**config.mk**
```make
export PLATFORM = sky130hd
export DESIGN_NAME = ring_router_demux
export DESIGN_NICKNAME = d
export VERILOG_FILES = /design/src/rtl/dii_pkg.sv /design/src/rtl/ring_router_pkg.sv /design/src/rtl/dii_fifo_small.sv /design/src/rtl/ring_router_demux.sv
export SDC_FILE = /design/constraint.sdc
export NUM_CORES = 1
export LEC_CHECK = 0
export BUFFER_PORTS_ARGS = -buffer_cell sky130_fd_sc_hd__buf_2
export CORE_MARGIN = 4
export CORE_UTILIZATION = 40
export DETAILED_ROUTE_END_ITERATION = 8
export GPL_ROUTABILITY_DRIVEN = 0
export PLACE_DENSITY = 0.76
export SLEW_MARGIN = 20
export SYNTH_ARGS = -nofsm -noshare
export SYNTH_HDL_FRONTEND = slang
export SYNTH_HIERARCHICAL = 1
export SYNTH_SLANG_ARGS = --single-unit
export TNS_END_PERCENT = 20
```
**constraint.sdc**
```tcl
create_clock -name clk -period 4.55 [get_ports clk]
set_clock_uncertainty 0.2 [all_clocks]
set_input_delay 0.2275 -clock clk [delete_from_list [all_inputs] [get_ports clk]]
set_output_delay 0.2275 -clock clk [all_outputs]
set_load 0.05 [all_outputs]
```
**src/rtl/dii_pkg.sv**
```systemverilog
// DII flit definitions shared by the debug ring router blocks.
//   dii_flit_t : one flit on a DII channel (payload plus worm markers).
//                A channel carries this flit plus a valid/ready handshake.
package dii_pkg;

  localparam int DII_DATA_W = 16;

  typedef struct packed {
    logic [DII_DATA_W-1:0] data;
    logic                  first;  // header flit of a worm; data holds the destination
    logic                  last;   // final flit of a worm
  } dii_flit_t;

endpackage

```
**src/rtl/ring_router_pkg.sv**
```systemverilog
// Shared definitions for the debug ring router.
//   demux_state_t     : worm tracking state of the ingress demux
//   DEST_LSB/DEST_MSB : location of the destination field in a header flit
package ring_router_pkg;

  localparam int DEST_LSB = 0;
  localparam int DEST_MSB = 15;

  // IDLE       : no worm open; the next head must be a header flit
  // WORM_LOCAL : a worm to this node is open; body flits go to the local port
  // WORM_RING  : a worm to another node is open; body flits go back on the ring
  typedef enum logic [1:0] {
    IDLE       = 2'd0,
    WORM_LOCAL = 2'd1,
    WORM_RING  = 2'd2
  } demux_state_t;

endpackage

```
**src/rtl/dii_fifo_small.sv**
```systemverilog
// Small DII flit buffer with a registered not-full flag.
//   clk, rst   : clock, synchronous active-high reset (flushes the buffer)
//   push_flit  : flit to store
//   push       : push request; honoured only while not_full is high
//   not_full   : registered (count < DEPTH); usable directly as a ready
//   pop        : remove the head entry; ignored while empty
//   head       : oldest entry; only meaningful while count != 0
//   count      : number of stored entries
// DEPTH must be a power of two (2 or 4) so the pointers wrap for free.
// With DEPTH = 2 a push and a pop in every cycle keep count at 1, so the
// registered not-full flag never costs throughput.
module dii_fifo_small
  import dii_pkg::*;
#(
  parameter int DEPTH = 2
) (
  input  logic                       clk,
  input  logic                       rst,
  input  dii_flit_t                  push_flit,
  input  logic                       push,
  output logic                       not_full,
  input  logic                       pop,
  output dii_flit_t                  head,
  output logic [$clog2(DEPTH+1)-1:0] count
);

  localparam int PW = $clog2(DEPTH);
  localparam int CW = $clog2(DEPTH+1);

  dii_flit_t     mem [DEPTH];
  logic [PW-1:0] wr_ptr;
  logic [PW-1:0] rd_ptr;
  logic [CW-1:0] count_nxt;
  logic          do_push;
  logic          do_pop;

  // not_full reflects the count at the start of the cycle, so a pop in a
  // full cycle does not open a slot until the next cycle.
  assign do_push = push & not_full;
  assign do_pop  = pop & (count != '0);

  always_comb begin
    count_nxt = count;
    case ({do_push, do_pop})
      2'b10:   count_nxt = count + CW'(1);
      2'b01:   count_nxt = count - CW'(1);
      default: count_nxt = count;
    endcase
  end

  always_ff @(posedge clk) begin
    if (rst) begin
      wr_ptr   <= '0;
      rd_ptr   <= '0;
      count    <= '0;
      not_full <= 1'b1;
    end else begin
      if (do_push) wr_ptr <= wr_ptr + PW'(1);
      if (do_pop)  rd_ptr <= rd_ptr + PW'(1);
      count    <= count_nxt;
      not_full <= (count_nxt < CW'(DEPTH));
    end
  end

  // Storage needs no reset: entries are only read once count says so.
  always_ff @(posedge clk) begin
    if (do_push) mem[wr_ptr] <= push_flit;
  end

  assign head = mem[rd_ptr];

endmodule

```
**src/rtl/ring_router_demux.sv**
```systemverilog
// Ingress stage of the debug ring router, ahead of the router output mux.
// Buffers ring flits, routes each worm by the destination in its header
// flit, keeps every worm on one output and drops orphan flits.
//   clk, rst        : clock, synchronous active-high reset
//   id              : this node's address; change only while no worm is open
//   in_*            : flits from the ring (data/first/last/valid, ready back)
//   out_local_*     : worms whose destination equals id
//   out_ring_*      : all other worms, towards the mux ring input
//   err_orphan      : one-cycle pulse per dropped orphan flit, and per
//                     header flit that arrives inside an open worm
// Both output channels are decoded from the buffer head and the state
// register only, so no output valid or data depends on a same-cycle input.
module ring_router_demux
  import dii_pkg::*;
  import ring_router_pkg::*;
#(
  parameter int DEPTH = 2
) (
  input  logic        clk,
  input  logic        rst,
  input  logic [15:0] id,

  input  logic [15:0] in_data,
  input  logic        in_first,
  input  logic        in_last,
  input  logic        in_valid,
  output logic        in_ready,

  output logic [15:0] out_local_data,
  output logic        out_local_first,
  output logic        out_local_last,
  output logic        out_local_valid,
  input  logic        out_local_ready,

  output logic [15:0] out_ring_data,
  output logic        out_ring_first,
  output logic        out_ring_last,
  output logic        out_ring_valid,
  input  logic        out_ring_ready,

  output logic        err_orphan
);

  dii_flit_t                  in_flit;
  dii_flit_t                  head;
  logic [$clog2(DEPTH+1)-1:0] count;
  logic                       head_valid;
  logic                       is_local_dest;
  logic                       new_worm;
  logic                       orphan_drop;
  logic                       sel_local;
  logic                       pop;
  demux_state_t               state;

  assign in_flit = '{data: in_data, first: in_first, last: in_last};

  dii_fifo_small #(
    .DEPTH (DEPTH)
  ) u_fifo (
    .clk       (clk),
    .rst       (rst),
    .push_flit (in_flit),
    .push      (in_valid),
    .not_full  (in_ready),
    .pop       (pop),
    .head      (head),
    .count     (count)
  );

  assign head_valid    = (count != '0);
  assign is_local_dest = (head.data[DEST_MSB:DEST_LSB] == id);

  // Routing of the head flit.
  // A header flit always opens a fresh worm, even inside an open one, so a
  // truncated worm cannot swallow the next good worm. Body flits follow the
  // open worm; outside a worm they are orphans and are dropped at once,
  // independent of either output's ready, so they never block the input.
  always_comb begin
    new_worm        = head_valid & head.first;
    orphan_drop     = head_valid & ~head.first & (state == IDLE);
    sel_local       = new_worm ? is_local_dest : (state == WORM_LOCAL);
    out_local_valid = head_valid & ~orphan_drop & sel_local;
    out_ring_valid  = head_valid & ~orphan_drop & ~sel_local;
    pop             = orphan_drop
                    | (out_local_valid & out_local_ready)
                    | (out_ring_valid  & out_ring_ready);
    // The in-worm header is flagged on its pop so a stalled header still
    // gives exactly one pulse.
    err_orphan      = orphan_drop | (new_worm & (state != IDLE) & pop);
  end

  // Payload goes to both ports; only the selected one raises valid.
  assign out_local_data  = head.data;
  assign out_local_first = head.first;
  assign out_local_last  = head.last;
  assign out_ring_data   = head.data;
  assign out_ring_first  = head.first;
  assign out_ring_last   = head.last;

  // The state only moves when a routed flit is actually taken, so a stalled
  // header keeps its routing decision (and its output) stable.
  always_ff @(posedge clk) begin
    if (rst) begin
      state <= IDLE;
    end else if (pop && !orphan_drop) begin
      if (head.last)     state <= IDLE;
      else if (sel_local) state <= WORM_LOCAL;
      else                state <= WORM_RING;
    end
  end

endmodule
```
==> impl_metrics.ini, run 1 <==
[run_status]
status = finished, final reports clean

[route]
antenna_left = 0
wl_met1_mm = 1.81
wl_met2_mm = 2.22
wl_per_cell_um = 14.0
drt-initial-drc-count = 70
drc = 0
met3_length_um = 206
drt_wl_total_mm = 4.26
top_layer = met4
drt-vias-per-instance = 4.60
drt_first_pass_iters = 4
via_count = 1402

[sta]
period_minus_slack_ps = 3520
timing.final.ws_setup_ps = 1030
final.setup.tns_ps = 0
fin_crit_sh = 0.774
rsz0062_at_grt = false
relSlewSlack = 0.324
fmax_mhz = 284
slew_violations = 0
holdWs_ps = 169
setup-violations-final = 0
hold_viol = 0
worstMarginPinSlew_ps = 1010

[setup_path]
rrSetupSlack_ps = 1030
crit_arrival_ps = 3490
ff2ff_path_depth = 12
crit_fanout = 15
cp.required_ps = 4520
cp-end-kind = flop
crit_slowest_cell = dfxtp_1
critical_path.startpoint_type = flop
crit_type = reg -> reg
slowest_delay_ps = 420
cp_cell_sequence = buf_4 > mux2_2 > xnor2_1 > nand4_1 > nor3_1 > a21oi_2 > nor3_2 > inv_1 > o21a_2 > ha_1 > nor2_2 > mux2_1

[clock_network]
clock-sinks = 44
htree_num_levels = 2
clkTransAtPathRegs_ps = 80
ctsLongestPathBuffers = 2
clk_latency_ps = 280
cts_tree = yes
cts-root-buf = clkbuf_8
cts_buffers = 5
post_cts_buffers = 0

[power_and_ir_drop]
combPwrFrac = 0.570
power_w = 0.00186
power_density_nw_per_um2 = 678
power_switching_share = 0.491
internal-power_w = 0.000946
switchingPower_w = 0.000913
seqPwrFrac = 0.307
p_leak_nw = 1.13
ir_worst_vdd_v = 0.000360
clockPowerShare = 0.124

[floorplan]
initial_utilization = 0.416
io_pins = 79
dieArea_um2 = 6580
row_count = 26
die_h_um = 81.1
die_w_um = 81.1
core_um2 = 5140

[flow_run]
drv_cap = 0

[placed_design]
io_buffers = 78
dpl.hpwl_mm = 3.10
dp_slack_ps = 1020
placed_area_um2 = 2470

[cells_and_area]
fin_nets = 274
final_cell_mix = 78 x buf_2, 36 x edfxtp_1, 19 x dlygate4sd3_1, 14 x xnor2_1, 10 x mux2_4
area_growth_pct = 28.2
diodes = 0
drive_above_1_share = 0.489
final_common_cell = buf_2
design_area_um2 = 2740

[grt]
grt_max_degree = 19
track_usage = 0.134
grt_pass1_wl_mm = 6.62
antenna_found_initial = 0
grt_pass1_vias = 1399
grt.overflow.total = 0

[worst_hold_path]
hp-class = in -> reg
worstHoldStart = in_valid
hold_end = u_fifo/wr_ptr
whs_path_depth = 4

[logic_synthesis]
synth_area_um2 = 2140
synthAdderAreaFrac = 0.00585
synth_area_leaders = edfxtp_1 51%, dfxtp_1 7.5%, mux2_4 7.0%
yosys_register_bits = 44
async_flop_share = 0
synth-edff-count = 36
avgSynthCellArea_um2 = 14.4
syn_inst = 149
synth_top_area_share = 0.505
synth_flop_cell = edfxtp_1
ys_seq_area_frac = 0.580
yosys.area.top_type = edfxtp_1
synthMuxAreaShare = 0.127
synth_compound_area_frac = 0.0386
synth_simple_gate_area_frac = 0.0842
yosys_warnings = 6
synthXorXnorAreaFrac = 0.0854
synth_cell_types = 37
synthesis.nets = 189
synth_top_family_by_area = multiplexers
final cells by class:
class,count,area [um^2]
clock buffer,6,72.6
clock inverter,2,11.3
fill,477,2400
inverter,3,11.3
multi-input combinational,82,732
sequential,44,1240
tap,70,87.6
timing repair buffer,98,588
worst max path at each step:
stage,to,slack [ps],depth (start not counted)
after floorplan,flop,1280,13
after global placement,flop,1130,12
after detailed placement,flop,1020,12
after CTS,flop,1000,12
after global routing,flop,810,13
final,flop,1030,12
registers in the layout, indices dropped and copies added, names as in the netlist, named ones only:
register and count:
u_fifo/mem 36, u_fifo/wr_ptr 1, state 2, u_fifo/rd_ptr 1
u_fifo/count 1, u_fifo/not_full 1
per-stage QoR:
step	std cells	util
after CTS	305	0.534
after floorplan	149	-
final	305	0.534
after detailed placement	278	0.481
after global placement	278	0.481
after global routing	305	0.534
worst max-delay path, delay by kind of cell (launching register included):
| kind | cells | cell delay [ps] |
|---|---|---|
| AND/OR/NAND/NOR | 4 | 950 |
| multiplexers | 2 | 740 |
| flip-flops | 1 | 420 |
| buffers and inverters | 2 | 370 |
| adder cells (fa/ha/maj) | 1 | 310 |
| AO/OA/AOI/OAI | 2 | 280 |
| XOR/XNOR | 1 | 140 |
cells by family (layout without fill, tap and decap cells):
group	Yosys count	count (layout)
xor gates and xnor gates	20	20
and+or+nand+nor	30	30
adders and majority gates	1	1
muxes	21	21
buffers and inverters	23	109
DFF	44	44
AOI/OAI and AO/OA	10	10
power groups by stage:
stage	Combinational [W]	Clock [W]	Sequential (W)
6_report	0.00106	0.000230	0.000570
3_5_place_dp	0.00105	0	0.000580
5_1_grt	0.00112	0.000252	0.000581
3_3_place_gp	0.00104	0	0.000576
2_1_floorplan	0.000924	0	0.000579
4_1_cts	0.00107	0.000237	0.000571
cells in the mapped netlist (2+ instances only):
cell type   n
a21oi_1     2
and3_1      2
dfxtp_1     8
mux2_2      8
nor2_1     10
nand2_1     4
buf_4      18
buf_6       2
nor3_1      2
inv_1       3
nand4_1     2
xnor2_1    14
edfxtp_1   36
mux2i_1     2
mux2_4     10
xor2_1      5
per-layer routing:
layer / GRT usage / up-vias
met5: 0 / -
met2: 0.241 / 43
met1: 0.159 / 661
met4: 0.0389 / 0
met3: 0.0310 / 4
li1: - / 694
repair_timing:
item	4_1_cts	5_1_grt
gates resized for setup	0	0
hold buffers	19	0
hold endpoints to repair	38	0
Note: power is estimated with default switching activity, not from simulation.
==> inputs of run 2 (changes only) <==
- ABC_AREA: default -> 1
- PLACE_DENSITY: 0.76 -> 0.75
- clock period: 4.55 -> 3.5 ns (I/O delays scaled with it)
==> run 2 against run 1 <==
Critical path depth is 3 higher. Core utilization is 1.2 points lower. Sequential share of layout area is 2.0 points lower. Fmax is 16% higher. Register-to-register slack worse by 570 ps. Synthesized cell count is 44% higher. Sequential power is 32% higher. First-iteration DRC count is 24% lower. Largest power group unchanged.
==> impl_metrics.ini, run 2 <==
[run_status]
status = finished, final reports clean

[placed_design]
io_buffers = 78
dpl.hpwl_mm = 3.42
placed_cells = 346

[cells_and_area]
top_regs = u_fifo/mem: 36 flops, state: 2 flops
area_growth_pct = 26.8
largest_reg_flops = 36
diodes = 0
final_cell_mix = 78 x buf_2, 43 x nand2_1, 36 x edfxtp_1, 33 x inv_1, 20 x nor2_1
drive_above_1_share = 0.399
instances_no_fill = 373
fin_nets = 340
final_util = 0.522
top_register = u_fifo/mem
final_common_cell = buf_2

[sta]
period_minus_slack_ps = 3040
final.setup.tns_ps = 0
worstMarginPinSlew_ps = 984
rsz0062_at_grt = false
slew_violations = 0
fmax_mhz = 329
relSlewSlack = 0.343
hold_viol = 0
setup-violations-final = 0
fin_crit_sh = 0.869

[setup_path]
cp-end-kind = flop
crit_fanout = 7
cp.required_ps = 3460
critical_path.startpoint_type = flop
crit_arrival_ps = 3000
crit_type = reg -> reg

[clock_network]
cts_buffers = 5
clk_latency_ps = 280
cts-root-buf = clkbuf_8
htree_num_levels = 2
post_cts_buffers = 0
clkTransAtPathRegs_ps = 80
ctsLongestPathBuffers = 2
clock-sinks = 44
cts_tree = yes

[logic_synthesis]
synth_top_area_share = 0.477
synth_area_um2 = 2270
synth_area_leaders = edfxtp_1 48%, nand2_1 7.1%, dfxtp_1 7.1%
synth_flop_cell = edfxtp_1
synth_cell_types = 27
syn_inst = 214
synth_most_common_cell = nand2_1
synth_commonest_cells = 43 x nand2_1, 36 x edfxtp_1, 33 x inv_1, 22 x nor2_1, 18 x buf_4
yosys_register_bits = 44
yosys.area.top_type = edfxtp_1
synthesis.nets = 254
ys_seq_area_frac = 0.547
avgSynthCellArea_um2 = 10.6
synth-edff-count = 36
yosys_warnings = 6
async_flop_share = 0

[grt]
grt_pass1_vias = 1640
track_usage = 0.129
antenna_found_initial = 0
grt_max_degree = 20
grt.overflow.total = 0
grt_pass1_wl_mm = 7.28

[power_and_ir_drop]
power_w = 0.00264
power_density_nw_per_um2 = 917
p_leak_nw = 1.34
ir_worst_vdd_v = 0.000432

[floorplan]
die_h_um = 83.3
core_um2 = 5510
dieArea_um2 = 6940
io_pins = 79
row_count = 27
initial_utilization = 0.412
die_w_um = 83.3

[route]
drt_first_pass_iters = 4
wl_per_cell_um = 11.9
drc = 0
drt_wl_total_mm = 4.44
drt-vias-per-instance = 4.41
antenna_left = 0
drt-initial-drc-count = 53
via_count = 1645

[worst_hold_path]
hp-class = in -> reg

[flow_run]
drv_cap = 0
==> run 2: changes by cell type in the layout (fill, tap and decap cells not counted), moves of 3 or more <==
| cell | previous run | this run |
|---|---|---|
| xor2_1 | 5 | 0 |
| nand2_1 | 4 | 43 |
| nand3_1 | 1 | 4 |
| xnor2_1 | 14 | 6 |
| nor2_1 | 9 | 20 |
| inv_1 | 3 | 33 |
| nand3_2 | 0 | 4 |
==> run 2: cells by family (layout without fill, tap and decap cells) <==
| family | Yosys count | count (layout) | synth area share |
|---|---|---|---|
| DFF | 44 | 44 | 0.547 |
| muxes | 18 | 18 | 0.106 |
| xor gates and xnor gates | 6 | 6 | 0.0232 |
| and+or+nand+nor | 83 | 83 | 0.168 |
| buffers and inverters | 54 | 141 | 0.130 |
| AOI/OAI and AO/OA | 8 | 8 | 0.0204 |
| adders and majority gates | 1 | 1 | 0.00552 |
==> run 2: repair_timing <==
| item | CTS | global route |
|---|---|---|
| resized for setup | 0 | 1 |
| hold buffers | 19 | 0 |
| setup endpoints to repair | 0 | 1 |
| hold endpoints to repair | 40 | 0 |
==> run 2: layout make-up <==
cell class,count,area [um^2]
sequential,44,1240
tap,72,90.1
clock inverter,3,13.8
clock buffer,5,68.8
inverter,34,128
multi-input combinational,116,737
fill,487,2630
timing repair buffer,99,596
==> run 2: worst max-delay path, cell delays in order (launching register included) <==
cell and delay (ps):
dfxtp_2 430, buf_4 220, mux2_2 380, xnor2_1 180, nand2_1 70, nor2_1 180
nand3_2 120, nand4_1 150, nand3_2 130, o21ai_0 110, inv_1 90, ha_1 300
inv_1 80, nand2_1 70, o21bai_1 120, nand3_1 90
==> run 2: final timing paths <==
path / startpoint / to / slack [ps] / cells after the start
setup / recovery: flop / u_fifo/not_full / 460 / 15
hold / removal: in_valid / u_fifo/wr_ptr / 7 / 3
setup reg to reg: flop / u_fifo/not_full / 460 / 15
hold reg to reg: u_fifo/rd_ptr / u_fifo/rd_ptr / 300 / 2
==> run 2: power by group <==
part	total, W	switching, W	internal, W	leakage, nW
combinational	0.00159	0.00115	0.000443	0.887
sequential	0.000751	0.0000616	0.000689	0.402
clock	0.000290	0.000154	0.000135	0.0453
==> run 2: per-layer routing <==
metal  vias to the layer above  share of wire  track usage
met5                         -              0            0
met4                         0          0.017       0.0490
met3                         6          0.052       0.0248
met2                        46           0.53        0.239
met1                       752           0.40        0.144
li1                        841              -            -
==> run 2: stage by stage <==
stage / instance area [um^2] / hold WS [ps] / worst slack [ps]
3_5_place_dp: 2600 / 166 / 379
4_1_cts: 2870 / 3.17 / 314
2_1_floorplan: 2270 / 54.3 / 774
3_3_place_gp: 2600 / 164 / 508
5_1_grt: 2880 / 45.8 / 124
6_report: 2880 / 7.04 / 459
